### src/rtl/si570_cfg_pkg.sv
// si570_cfg_pkg: shared types and constants for the Si570 preset sequencer.
// Latency: n/a (declarations only).
// Backpressure: n/a.
package si570_cfg_pkg;

  typedef enum logic [2:0] {
    IDLE,
    FREEZE,
    REGS,
    UNFREEZE,
    NEWFREQ,
    SETTLE,
    DONE
  } state_t;

  // Si570 register map: RFREQ/HSDIV/N1 block starts at 7, control at 135, DCO freeze at 137
  localparam logic [7:0] REG_RFREQ_BASE = 8'd7;
  localparam logic [7:0] REG_CTRL       = 8'd135;
  localparam logic [7:0] REG_FREEZE     = 8'd137;

  localparam logic [7:0] FREEZE_ON   = 8'h10;
  localparam logic [7:0] FREEZE_OFF  = 8'h00;
  localparam logic [7:0] NEWFREQ_VAL = 8'h40;

  // Register 7..12 images per preset, byte for reg 7 in bits [47:40]; index 0 is the rightmost entry
  localparam logic [3:0][47:0] PRESET_TABLE = {
    48'hA2E0_4A5B_9C33,
    48'h2160_C2B4_F7A1,
    48'h07C3_0276_3EF2,
    48'h01C2_BC01_1EB8
  };

endpackage

### src/rtl/si570_preset_rom.sv
// si570_preset_rom: maps a 2-bit preset index to its 48-bit register image.
// Latency: combinational.
// Backpressure: none.
module si570_preset_rom
  import si570_cfg_pkg::*;
(
  input  logic [1:0]  iSel,
  output logic [47:0] oPreset
);

  assign oPreset = PRESET_TABLE[iSel];

endmodule

### src/rtl/si570_cfg_sequencer.sv
// si570_cfg_sequencer: arbitrates button/host preset requests and programs the Si570 with 9 I2C writes.
// Latency: grant 1 cycle after request; each write command rises 1 cycle after its state is entered.
// Backpressure: a write is held until iI2C_done; button requests are latched while busy, host requests wait.
// Build option: SI570_CFG_SETTLE_EN adds a SETTLE_CYCLES wait after the NewFreq write.
module si570_cfg_sequencer
  import si570_cfg_pkg::*;
#(
  parameter int unsigned SETTLE_CYCLES = 20000,
  parameter int unsigned RETRY_MAX     = 3
) (
  input  logic       iCLK,
  input  logic       iRST_n,
  input  logic       iBtn_req,
  input  logic [1:0] iBtn_sel,
  input  logic       iHost_req,
  input  logic [1:0] iHost_sel,
  output logic       oHost_ack,
  output logic       oI2C_go,
  output logic [7:0] oI2C_reg,
  output logic [7:0] oI2C_data,
  input  logic       iI2C_done,
  input  logic       iI2C_err,
  output logic       oBusy,
  output logic       oError,
  output logic [1:0] oCur_sel
);

  localparam int RW = (RETRY_MAX < 1) ? 1 : $clog2(RETRY_MAX + 1);

  state_t          state;
  logic [1:0]      jobSel;
  logic [1:0]      btnSel;
  logic            btnPend;
  logic            jobHost;
  logic            lastHost;
  logic [2:0]      regIdx;
  logic [RW-1:0]   retryCnt;
  logic [47:0]     preset;
  logic [5:0][7:0] presetBytes;
  logic [7:0]      wrReg;
  logic [7:0]      wrData;
  logic            grantHost;
  logic            grantBtn;

`ifdef SI570_CFG_SETTLE_EN
  logic [31:0]     settleCnt;
`else
  logic            unusedSettle;
  assign unusedSettle = ^SETTLE_CYCLES;
`endif

  si570_preset_rom u_rom (
    .iSel    (jobSel),
    .oPreset (preset)
  );

  assign presetBytes = preset;
  assign oBusy       = (state != IDLE);

  // Round-robin: whoever was not served last wins a tie; lastHost=0 favours the host
  assign grantHost = (state == IDLE) && iHost_req && (!btnPend || !lastHost);
  assign grantBtn  = (state == IDLE) && btnPend && (!iHost_req || lastHost);

  // Register/data of the write belonging to the current state
  always_comb begin
    wrReg  = REG_FREEZE;
    wrData = FREEZE_ON;
    case (state)
      REGS: begin
        wrReg  = REG_RFREQ_BASE + {5'd0, regIdx};
        wrData = presetBytes[3'd5 - regIdx];
      end
      UNFREEZE: wrData = FREEZE_OFF;
      NEWFREQ: begin
        wrReg  = REG_CTRL;
        wrData = NEWFREQ_VAL;
      end
      default: ;
    endcase
  end

  // Sequencer: request latching, arbitration, write issue/retry, settle and completion
  always_ff @(posedge iCLK or negedge iRST_n) begin
    if (!iRST_n) begin
      state     <= IDLE;
      jobSel    <= 2'd0;
      btnSel    <= 2'd0;
      btnPend   <= 1'b0;
      jobHost   <= 1'b0;
      lastHost  <= 1'b0;
      regIdx    <= 3'd0;
      retryCnt  <= '0;
      oHost_ack <= 1'b0;
      oI2C_go   <= 1'b0;
      oI2C_reg  <= 8'd0;
      oI2C_data <= 8'd0;
      oError    <= 1'b0;
      oCur_sel  <= 2'd0;
`ifdef SI570_CFG_SETTLE_EN
      settleCnt <= 32'd0;
`endif
    end else begin
      oHost_ack <= 1'b0;

      // A new pulse always wins over clearing, so no button request is ever lost
      if (iBtn_req) begin
        btnPend <= 1'b1;
        btnSel  <= iBtn_sel;
      end else if (grantBtn) begin
        btnPend <= 1'b0;
      end

      case (state)
        IDLE: begin
          if (grantHost || grantBtn) begin
            state    <= FREEZE;
            oError   <= 1'b0;
            jobHost  <= grantHost;
            lastHost <= grantHost;
            jobSel   <= grantHost ? iHost_sel : btnSel;
            regIdx   <= 3'd0;
            retryCnt <= '0;
          end
        end

        FREEZE, REGS, UNFREEZE, NEWFREQ: begin
          if (!oI2C_go) begin
            oI2C_go   <= 1'b1;
            oI2C_reg  <= wrReg;
            oI2C_data <= wrData;
          end else if (iI2C_done) begin
            oI2C_go <= 1'b0;
            if (iI2C_err) begin
              if (retryCnt == RW'(RETRY_MAX)) begin
                state     <= DONE;
                oError    <= 1'b1;
                oHost_ack <= jobHost;
                retryCnt  <= '0;
              end else begin
                retryCnt <= retryCnt + 1'b1;
              end
            end else begin
              retryCnt <= '0;
              case (state)
                FREEZE: state <= REGS;
                REGS: begin
                  if (regIdx == 3'd5) begin
                    regIdx <= 3'd0;
                    state  <= UNFREEZE;
                  end else begin
                    regIdx <= regIdx + 3'd1;
                  end
                end
                UNFREEZE: state <= NEWFREQ;
                default: begin
`ifdef SI570_CFG_SETTLE_EN
                  state     <= SETTLE;
                  settleCnt <= 32'd0;
`else
                  state     <= DONE;
                  oHost_ack <= jobHost;
`endif
                end
              endcase
            end
          end
        end

`ifdef SI570_CFG_SETTLE_EN
        SETTLE: begin
          if (settleCnt + 32'd1 >= SETTLE_CYCLES) begin
            state     <= DONE;
            oHost_ack <= jobHost;
          end else begin
            settleCnt <= settleCnt + 32'd1;
          end
        end
`endif

        DONE: begin
          state <= IDLE;
          if (!oError) oCur_sel <= jobSel;
        end

        default: state <= IDLE;
      endcase
    end
  end

endmodule

### config.mk
export PLATFORM = sky130hd
export DESIGN_NAME = si570_cfg_sequencer
export DESIGN_NICKNAME = d
export VERILOG_FILES = /design/src/rtl/si570_cfg_pkg.sv /design/src/rtl/si570_preset_rom.sv /design/src/rtl/si570_cfg_sequencer.sv
export SDC_FILE = /design/constraint.sdc
export NUM_CORES = 1
export LEC_CHECK = 0
export ABC_AREA = 1
export BUFFER_PORTS_ARGS = -buffer_cell sky130_fd_sc_hd__buf_2
export CELL_PAD_IN_SITES_DETAIL_PLACEMENT = 0
export CELL_PAD_IN_SITES_GLOBAL_PLACEMENT = 1
export CORE_MARGIN = 3
export CORE_UTILIZATION = 42
export CTS_CLUSTER_SIZE = 16
export DETAILED_ROUTE_END_ITERATION = 8
export GPL_ROUTABILITY_DRIVEN = 0
export HOLD_SLACK_MARGIN = 0.03
export PLACE_DENSITY = 0.8
export SYNTH_ARGS = -nofsm -noshare
export SYNTH_HDL_FRONTEND = slang
export SYNTH_HIERARCHICAL = 1
export SYNTH_SLANG_ARGS = --single-unit
### constraint.sdc
create_clock -name iCLK -period 2.2 [get_ports iCLK]
set_input_delay 0.33 -clock iCLK [delete_from_list [all_inputs] [get_ports iCLK]]
set_output_delay 0.33 -clock iCLK [all_outputs]
set_load 0.02 [all_outputs]
# Word-level counts from Yosys, hierarchy flattened
# Cells that the tools add are included.
# totals
wordCells,104
output_inout_bits,22
reg_bits,35
in_bits,10
# op_classes
mux,44
n_reduce_logical,23
eq_ne,16
add_sub_neg,4
magnitude_cmp,2
bitwise,2
# ops
op,n
$bmux W48 S2,1
$mux W48,1
$mux W3,12
$bmux W8 S3,1
$pmux W8 S3,1
$pmux W8 S2,1
$mux W1,15
$mux W2,6
$ne A2 B2 Y1 const B,6
$pmux W3 S2,2
$reduce_and A6 Y1,2
$eq A3 B3 Y1 const B,3
$pmux W3 S3,1
$mux W8,1
$eq A3 B2 Y1 const B,2
$reduce_and A2 Y1,3
$reduce_and A5 Y1,1
$add A3 B3 Y4 const A,1
$logic_and A1 B1 Y1,4
$lt A3 B4 Y1 const B,1
$ne A4 B4 Y1 const B,1
$pmux W2 S2,1
$reduce_and A4 Y1,1
$reduce_bool A2 Y1,2
other kinds (16),21

# Depth between registers and ports, before layout
# Gate-level depths: netlist of run 1.
# logic_depth
word_depth,7
depth_mapped,12
depth_no_buf,12

# By module
# Netlist of run 1, hierarchy kept.
# modules_own_cells
module,area_per_inst_um2,cells_per_inst,instances
si570_cfg_sequencer,2006.9,278,1
si570_preset_rom,406.6,55,1

# Worst setup path after synthesis of run 1
# No wires, ideal clock.
# synth_path
kind,reg2reg
from,reg regIdx[1]
to,reg oI2C_data[1]
setup_slack_ps,320
arrival_time_ps,1815
required_ps,2135
path_stages_with_launch,11
path_cell_list,dfrtp_1 -> inv_2 -> buf_2 -> ha_1 -> clkbuf_1 -> nor2_1 -> o21a_1 -> o21ai_0 -> nand2_1 -> nand2_1 -> nand2_1
# synth_between
elab_chain_cells,4
# synth_lines
element,line_no,text
start: declaration,si570_cfg_sequencer.sv:36,logic [2:0] regIdx;
start signal: assignment,si570_cfg_sequencer.sv:151,regIdx <= regIdx + 3'd1;
$sub A3 B3 Y3,si570_cfg_sequencer.sv:71,wrData = presetBytes[3'd5 - regIdx];
$bmux W8 S3,si570_cfg_sequencer.sv:71,
$mux W8 (implied by the code),si570_cfg_sequencer.sv:71,
$pmux W8 S3,si570_cfg_sequencer.sv:68,case (state)
end signal: assignment,si570_cfg_sequencer.sv:130,oI2C_data <= wrData;
end: declaration,si570_cfg_sequencer.sv:20,"output logic [7:0] oI2C_data,"
# Every way passes these cells. The select of a mux whose other input is x is not followed.
# A chain may end at the register's enable or synchronous reset.

# Worst setup path after layout of run 1
# Same ends and word-level chain as after synthesis.

==> flow_summary_export.csv, run 1 <==
group,metric,value,unit
clocking,cts_tree,"done",
clocking,hold_buffers,0,
global_routing,grt_pass1_wl,8162,µm
clocking,cts_buffers,5,
cells_and_area,fin_nets,358,
logic_synthesis,synth.most_common_cell,"nand2_1",
logic_synthesis,syn_inst,333,
logic_synthesis,yosysTopAreaCellShare,33.18,%
logic_synthesis,synth_edf_count,0,
cells_and_area,fillers,577,
setup_path,cp_common_cell,"nand2_1",
place,io_buffer_count,28,
floorplan,num_rows,26,
route,post-route-drc-count,0,
clocking,cts.sinks,32,
cells_and_area,drive_gt1_share,17.86,%
power_and_ir_drop,pwr-share-comb,62.1,%
timing,fmax,548.7,MHz
floorplan,floorplan.initialDensity,45.24,%
power_and_ir_drop,switchingPower,1.864,mW
timing,tightest_slew,0.7202,ns
setup_path,cp.required,2.41,ns
setup_path,cp-end-kind,"flip-flop",
clocking,clockRootBuffer,"clkbuf_8",
global_routing,grt_max_degree,33,
logic_synthesis,ys.flop_type,"dfrtp_1",
setup_path,worstSetupPathType,"flip-flop to flip-flop",
timing,post-route-min-period,1.822,ns
power_and_ir_drop,internal_power,1.864,mW
status,outcome,"finished, final reports clean",
floorplan,die_x,81.81,µm
logic_synthesis,yosysWarningCount,6,
setup_path,cp_slowest_cell,"dfrtp_1",
timing,slew_headroom,51.99,%
logic_synthesis,netlist_top_cells_count,"81 x nand2_1, 40 x buf_4, 32 x dfrtp_1, 32 x nor2_1, 26 x o21ai_1",
logic_synthesis,synthArstFlopShare,100.0,%
clocking,ctsResizeCount,0,
setup_path,cp.arrival,2.04,ns
logic_synthesis,syn_area,2414,µm²
clocking,cts.clk_slew.worst_paths,0.07,ns
timing,setup_violations,0,
clocking,clockBufferDepth,2,
cells_and_area,largest_reg_flops,8,
power_and_ir_drop,powerDensity,1520,nW/µm²
logic_synthesis,synth.yosys.seq_area_share,33.18,%
min_path,hold_class,"primary input to asynchronous set/reset pin",
clocking,postCtsSetupRepairBufs,0,
timing,clock_skew,0.01324,ns
clocking,htreeDepth,2,
floorplan,die_area,6692,µm²
place,dpl.hpwl,3509,µm
global_routing,grt_pass1_vias,1748,
setup_path,critPathLaunchType,"flip-flop",
setup_path,worstPathCellList,"inv_2 > ha_1 > nor2_1 > buf_4 > o21a_1 > o21ai_0 > nand2_1 > nand2_1 > nand2_1",
cells_and_area,antenna_cells,0,
setup_path,cp.buffers_inverters,2,
setup_path,cp_top_family,"flip-flops",
timing,worst_hold_slack,0.1060,ns
cells_and_area,multi_input_area,1196,µm²
logic_synthesis,netlist_top_cells_area,"dfrtp_1 33%, nand2_1 13%, buf_4 12%, ha_1 6.2%, o21ai_1 5.4%",
cells_and_area,seqCellArea,800.8,µm²
logic_synthesis,synth_seq_cells,32,
logic_synthesis,syn_area_per_cell,7.248,µm²
global_routing,grt_usage,15.61,%
timing,timing.final.crit_share,82.84,%
cells_and_area,area_growth,1.607,%
route,drtPass1Iterations,4,
logic_synthesis,synth_area_leader_cell,"dfrtp_1",
timing,drv_slew,0,
run,drv_cap,0,
route,wl_per_cell,11.65,µm
floorplan,ios,32,
timing,hold_viol,0,
floorplan,die_h,81.81,µm
power_and_ir_drop,clkPwrFrac,11.2,%
floorplan,core-area,5335,µm²
route,ant_nets,0,
route,routed_via_density,4.788,
route,drtIter0Drc,115,
global_routing,antenna_found_initial,0,
route,via_count,1944,
timing,rsz0062_at_grt,"false",
power_and_ir_drop,ir_worst_vdd,0.5814,mV
power_and_ir_drop,pwr-share-seq,26.7,%
power_and_ir_drop,leakage,1.302,nW
route,finalWirelength,4730,µm
cells_and_area,postLayoutCoreUtil,45.97,%
logic_synthesis,ys_types,29,
setup_path,path_max_fanout,14,
power_and_ir_drop,switching_share,50.00,%
clocking,insertion_delay,0.28,ns
setup_path,max_stage_delay,0.49,ns
global_routing,overflow,0,
timing,setup_tns,0,ns
metal layers:
metal  up-vias  share of wire (%)  global-route usage [%]
met5         -                  0                       0
met4         0               0.78                   3.488
met3         4                6.0                   4.386
met2        50                 42                   23.67
met1       873                 51                   22.03
li1       1017                  -                       -
worst paths after layout:
path	startpoint	to	slack [ns]	cells after the start
max	regIdx[1]$_DFFE_PN0P_	oI2C_data[1]$_DFFE_PN0P_	0.38	9
min	iRST_n	regIdx[2]$_DFFE_PN0P_	0.11	1
max reg2reg	regIdx[1]$_DFFE_PN0P_	oI2C_data[1]$_DFFE_PN0P_	0.38	9
min reg2reg	oI2C_data[5]$_DFFE_PN0P_	oI2C_data[5]$_DFFE_PN0P_	0.48	2
max in group asynchronous	iRST_n	regIdx[0]$_DFFE_PN0P_	1.63	1
min in group iCLK	iBtn_sel[1]	btnSel[1]$_DFFE_PN0P_	0.25	3
layout by cell type, fill, tap and decap left out:
| cell type | instances |
|---|---|
| a21oi_1 | 8 |
| buf_2 | 28 |
| buf_4 | 5 |
| clkbuf_1 | 1 |
| clkbuf_8 | 5 |
| clkinv_2 | 1 |
| conb_1 | 15 |
| dfrtp_1 | 32 |
| ha_1 | 12 |
| inv_1 | 20 |
| inv_2 | 10 |
| mux2_2 | 2 |
| nand2_1 | 81 |
| nand2_2 | 2 |
| nand3_1 | 8 |
| nand3_2 | 3 |
| nand3_4 | 1 |
| nand3b_1 | 3 |
| nand4_1 | 2 |
| nor2_1 | 32 |
| nor2_2 | 2 |
| nor3_1 | 1 |
| nor3b_1 | 1 |
| o21a_1 | 8 |
| o21ai_0 | 22 |
| o21ai_1 | 26 |
| o21ai_2 | 1 |
| o21bai_1 | 1 |
| o22a_1 | 1 |
| xor2_1 | 2 |
cells by family after synthesis:
family                     Yosys count  synth area share, %
AOI/OAI and AO/OA                   67                15.14
other                                3               0.4665
muxes                                2               0.9331
buffers and inverters               79                19.13
xor gates and xnor gates             2               0.7259
DFF                                 32                33.18
adders and majority gates           12                6.221
and+or+nand+nor                    136                24.21
cell type report:
cell class / instances / area share (%)
multi-input cells: 234 / 48.78
clock buffers: 6 / 2.959
well taps: 70 / 3.571
repair buffers: 33 / 7.245
clock inverters: 1 / 0.2041
inverters: 30 / 4.592
flip-flops and latches: 32 / 32.65
metrics by stage:
step	area [µm²]	instances	setup slack (ns)	total power, mW
after global placement	2375	399	0.4147	3.317
after detailed placement	2375	399	0.3909	3.327
final	2452	406	0.3775	3.729
after floorplan	2459	345	0.3204	3.084
after CTS	2452	406	0.3816	3.759
after global routing	2452	406	0.1763	4.166
power groups by stage:
stage / registers [mW] / clock network [mW] / logic, mW
finish: 0.997 / 0.416 / 2.32
global route: 1.04 / 0.459 / 2.67
CTS: 1.00 / 0.429 / 2.33
detailed placement: 1.01 / 0 / 2.32
global placement: 1.00 / 0 / 2.31
floorplan: 1.15 / 0 / 1.93
(Power assumes the default switching activity.)
==> inputs of run 2 (changes only) <==
--- a/config.mk
+++ b/config.mk
@@ -5,17 +5,17 @@
 export SDC_FILE = /design/constraint.sdc
 export NUM_CORES = 1
 export LEC_CHECK = 0
-export ABC_AREA = 1
+export ABC_AREA = 0
 export BUFFER_PORTS_ARGS = -buffer_cell sky130_fd_sc_hd__buf_2
 export CELL_PAD_IN_SITES_DETAIL_PLACEMENT = 0
 export CELL_PAD_IN_SITES_GLOBAL_PLACEMENT = 1
 export CORE_MARGIN = 3
-export CORE_UTILIZATION = 42
+export CORE_UTILIZATION = 40
 export CTS_CLUSTER_SIZE = 16
 export DETAILED_ROUTE_END_ITERATION = 8
 export GPL_ROUTABILITY_DRIVEN = 0
 export HOLD_SLACK_MARGIN = 0.03
-export PLACE_DENSITY = 0.8
+export PLACE_DENSITY = 0.76
 export SYNTH_ARGS = -nofsm -noshare
 export SYNTH_HDL_FRONTEND = slang
 export SYNTH_HIERARCHICAL = 1
==> constraint.sdc (replaced) <==
create_clock -name iCLK -period 1.6 [get_ports iCLK]
set_input_delay 0.24 -clock iCLK [delete_from_list [all_inputs] [get_ports iCLK]]
set_output_delay 0.24 -clock iCLK [all_outputs]
set_load 0.02 [all_outputs]
==> flow_summary_export.csv, run 2 <==
group,metric,value,unit
clocking,htreeDepth,2,
logic_synthesis,synth_area_leader_cell,"dfrtp_1",
setup_path,critPathLaunchType,"flip-flop",
cells_and_area,drive_gt1_share,41.69,%
place,dpl.hpwl,3960,µm
logic_synthesis,syn_area_per_cell,9.485,µm²
clocking,clockRootBuffer,"clkbuf_8",
place,postPlaceCellArea,2705,µm²
setup_path,cp.arrival,1.83,ns
floorplan,die_area,7144,µm²
route,routed_via_density,5.033,
logic_synthesis,netlist_top_cells_count,"42 x buf_4, 32 x dfrtp_1, 32 x nand2_1",
cells_and_area,largest_reg_flops,8,
clocking,clockBufferDepth,2,
floorplan,ios,32,
logic_synthesis,synth_edf_count,0,
global_routing,grt_usage,15.26,%
setup_path,worstPathCellList,"clkinv_4 > ha_4 > or2_1 > mux4_2 > a22oi_2 > nand2_1",
timing,drv_slew,0,
clocking,cts_buffers,5,
route,finalWirelength,5321,µm
clocking,insertion_delay,0.29,ns
timing,rsz0062_at_grt,"true",
logic_synthesis,synth.yosys.seq_area_share,32.47,%
cells_and_area,final_cell_mix,"31 x nand2_1, 31 x buf_4, 27 x dfrtp_1, 27 x buf_2, 15 x conb_1",
global_routing,antenna_found_initial,0,
setup_path,path_max_fanout,4,
logic_synthesis,syn_area,2466,µm²
route,drtIter0Drc,69,
global_routing,overflow,0,
setup_path,cp_num_cells,6,
logic_synthesis,yosysTopAreaCellShare,32.47,%
cells_and_area,area_growth,19.38,%
setup_path,ff2ff_setup_slack,-0.06,ns
clocking,cts_tree,"done",
cells_and_area,final_cell_area,2944,µm²
status,violations,"negative setup slack",
global_routing,grt_pass1_wl,8804,µm
global_routing,grt_pass1_vias,1734,
floorplan,die_h,84.52,µm
setup_path,cp.required,1.78,ns
timing,post-route-min-period,1.656,ns
route,wl_per_cell,14.50,µm
clocking,hold_buffers,0,
min_path,hold_class,"primary input to asynchronous set/reset pin",
timing,tightest_slew,0.7686,ns
timing,slew_headroom,48.76,%
floorplan,core-area,5743,µm²
run,drv_cap,0,
clocking,cts.clk_slew.worst_paths,0.07,ns
setup_path,cp_top_family,"multiplexers",
setup_path,r2r-end,"oI2C_data[7]$_DFFE_PN0P_",
route,drtPass1Iterations,4,
logic_synthesis,synth_seq_cells,32,
logic_synthesis,ys.flop_type,"dfrtp_1",
setup_path,reg2reg_from,"jobSel[0]$_DFFE_PN0P_",
power_and_ir_drop,powerDensity,2097,nW/µm²
floorplan,floorplan.initialDensity,42.94,%
clocking,cts.sinks,32,
status,outcome,"finished, violations left",
timing,hold_viol,0,
power_and_ir_drop,p_total,6.175,mW
timing,clock_skew,0.006345,ns
setup_path,cp-endpoint,"oI2C_data[7]$_DFFE_PN0P_",
timing,fmax,603.9,MHz
logic_synthesis,syn_inst,260,
timing,setup_ws,-0.05581,ns
setup_path,worstSetupPathType,"flip-flop to flip-flop",
logic_synthesis,synthArstFlopShare,100.0,%
setup_path,rr_worst_depth,6,
power_and_ir_drop,ir_worst_vdd,0.8638,mV
place,io_buffer_count,28,
route,post-route-drc-count,0,
route,ant_nets,0,
floorplan,num_rows,27,
logic_synthesis,yosysWarningCount,6,
cells_and_area,fin_nets,316,
floorplan,die_x,84.52,µm
setup_path,startpoint,"jobSel[0]$_DFFE_PN0P_",
cells_and_area,antenna_cells,0,
setup_path,max_stage_delay,0.46,ns
setup_path,cp-end-kind,"flip-flop",
power_and_ir_drop,leakage,1.384,nW
timing,timing.final.crit_share,103.5,%
setup_path,cp.buffers_inverters,1,
timing,setup_violations,5,
logic_synthesis,netlist_top_cells_area,"dfrtp_1 32%, buf_4 13%, mux4_2 6.4%, ha_1 6.1%, mux2_2 5.0%",
global_routing,grt_max_degree,33,
route,via_count,1847,
logic_synthesis,ys_types,53,
logic_synthesis,synth.most_common_cell,"buf_4",
setup_path,cp_slowest_cell,"mux4_2",
run 2: worst min path at each step:
stage	slack, ns	startpoint	cells after the start	endpoint
2_1_floorplan	-0.06	iRST_n	0	btnPend$_DFFE_PN0P_
3_3_place_gp	0.36	iRST_n	1	oI2C_data[2]$_DFFE_PN0P_
3_5_place_dp	0.36	iRST_n	1	oI2C_reg[2]$_DFFE_PN0P_
4_1_cts	0.04	iRST_n	1	oI2C_reg[3]$_DFFE_PN0P_
5_1_grt	0.08	iRST_n	1	oI2C_reg[3]$_DFFE_PN0P_
6_report	0.02	iRST_n	1	oI2C_data[2]$_DFFE_PN0P_
run 2: area by class of cell:
| cell class | instances | area, µm² |
|---|---|---|
| clock buffer | 5 | 68.82 |
| clock inverter | 3 | 42.54 |
| fill | 539 | 2799 |
| inverter | 19 | 81.33 |
| multi-input combinational | 171 | 1390 |
| sequential | 32 | 807.0 |
| tap | 72 | 90.09 |
| timing repair buffer | 65 | 464.2 |
run 2: through the flow:
stage          setup WS (ns)  std cells  util, %  hold slack, ns   TNS, ns
6_report            -0.05581        367    51.26         0.02360   -0.1304
5_1_grt              -0.1224        367    51.26         0.07770   -0.8088
4_1_cts             -0.04664        364    49.78         0.04324   -0.1780
3_5_place_dp        -0.05757        356    47.10          0.3559   -0.1944
3_3_place_gp        -0.03686        356    47.10          0.3573  -0.08091
2_1_floorplan       -0.09017        272        -        -0.05559   -0.4565
run 2: cells by family (layout without fill, tap and decap cells):
logic type | Yosys count | after routing | synth area share (%)
simple gates | 67 | 67 | 13.40
fa+ha+maj | 13 | 13 | 6.494
other cells | 3 | 15 | 0.4566
flops | 32 | 32 | 32.47
mux | 25 | 25 | 14.31
compound gates | 50 | 50 | 14.82
buf+inv | 69 | 92 | 17.71
xor+xnor | 1 | 1 | 0.3552
run 2: layer usage:
metal,vias to the layer above,track usage (%),wire length [µm]
met1,890,21.16,2492
met2,26,23.99,2613
met4,0,4.748,74
met3,6,3.042,141
met5,-,0,0
li1,925,-,-
run 2: power breakdown:
group          switching, mW  total, mW  leakage, nW  internal [mW]
clock                  0.325      0.786       0.0541          0.461
combinational           1.92       3.89        0.941           1.96
sequential             0.358       1.50        0.388           1.14
total                   2.61       6.18         1.38           3.57
run 2: timing repair:
item                                    CTS  global route
buffers inserted                          0             3
pin swaps                                 2             1
resized for setup                         9            17
cloned                                    0             0
endpoints found under the hold margin     0             0
endpoints found under the setup margin   10            17
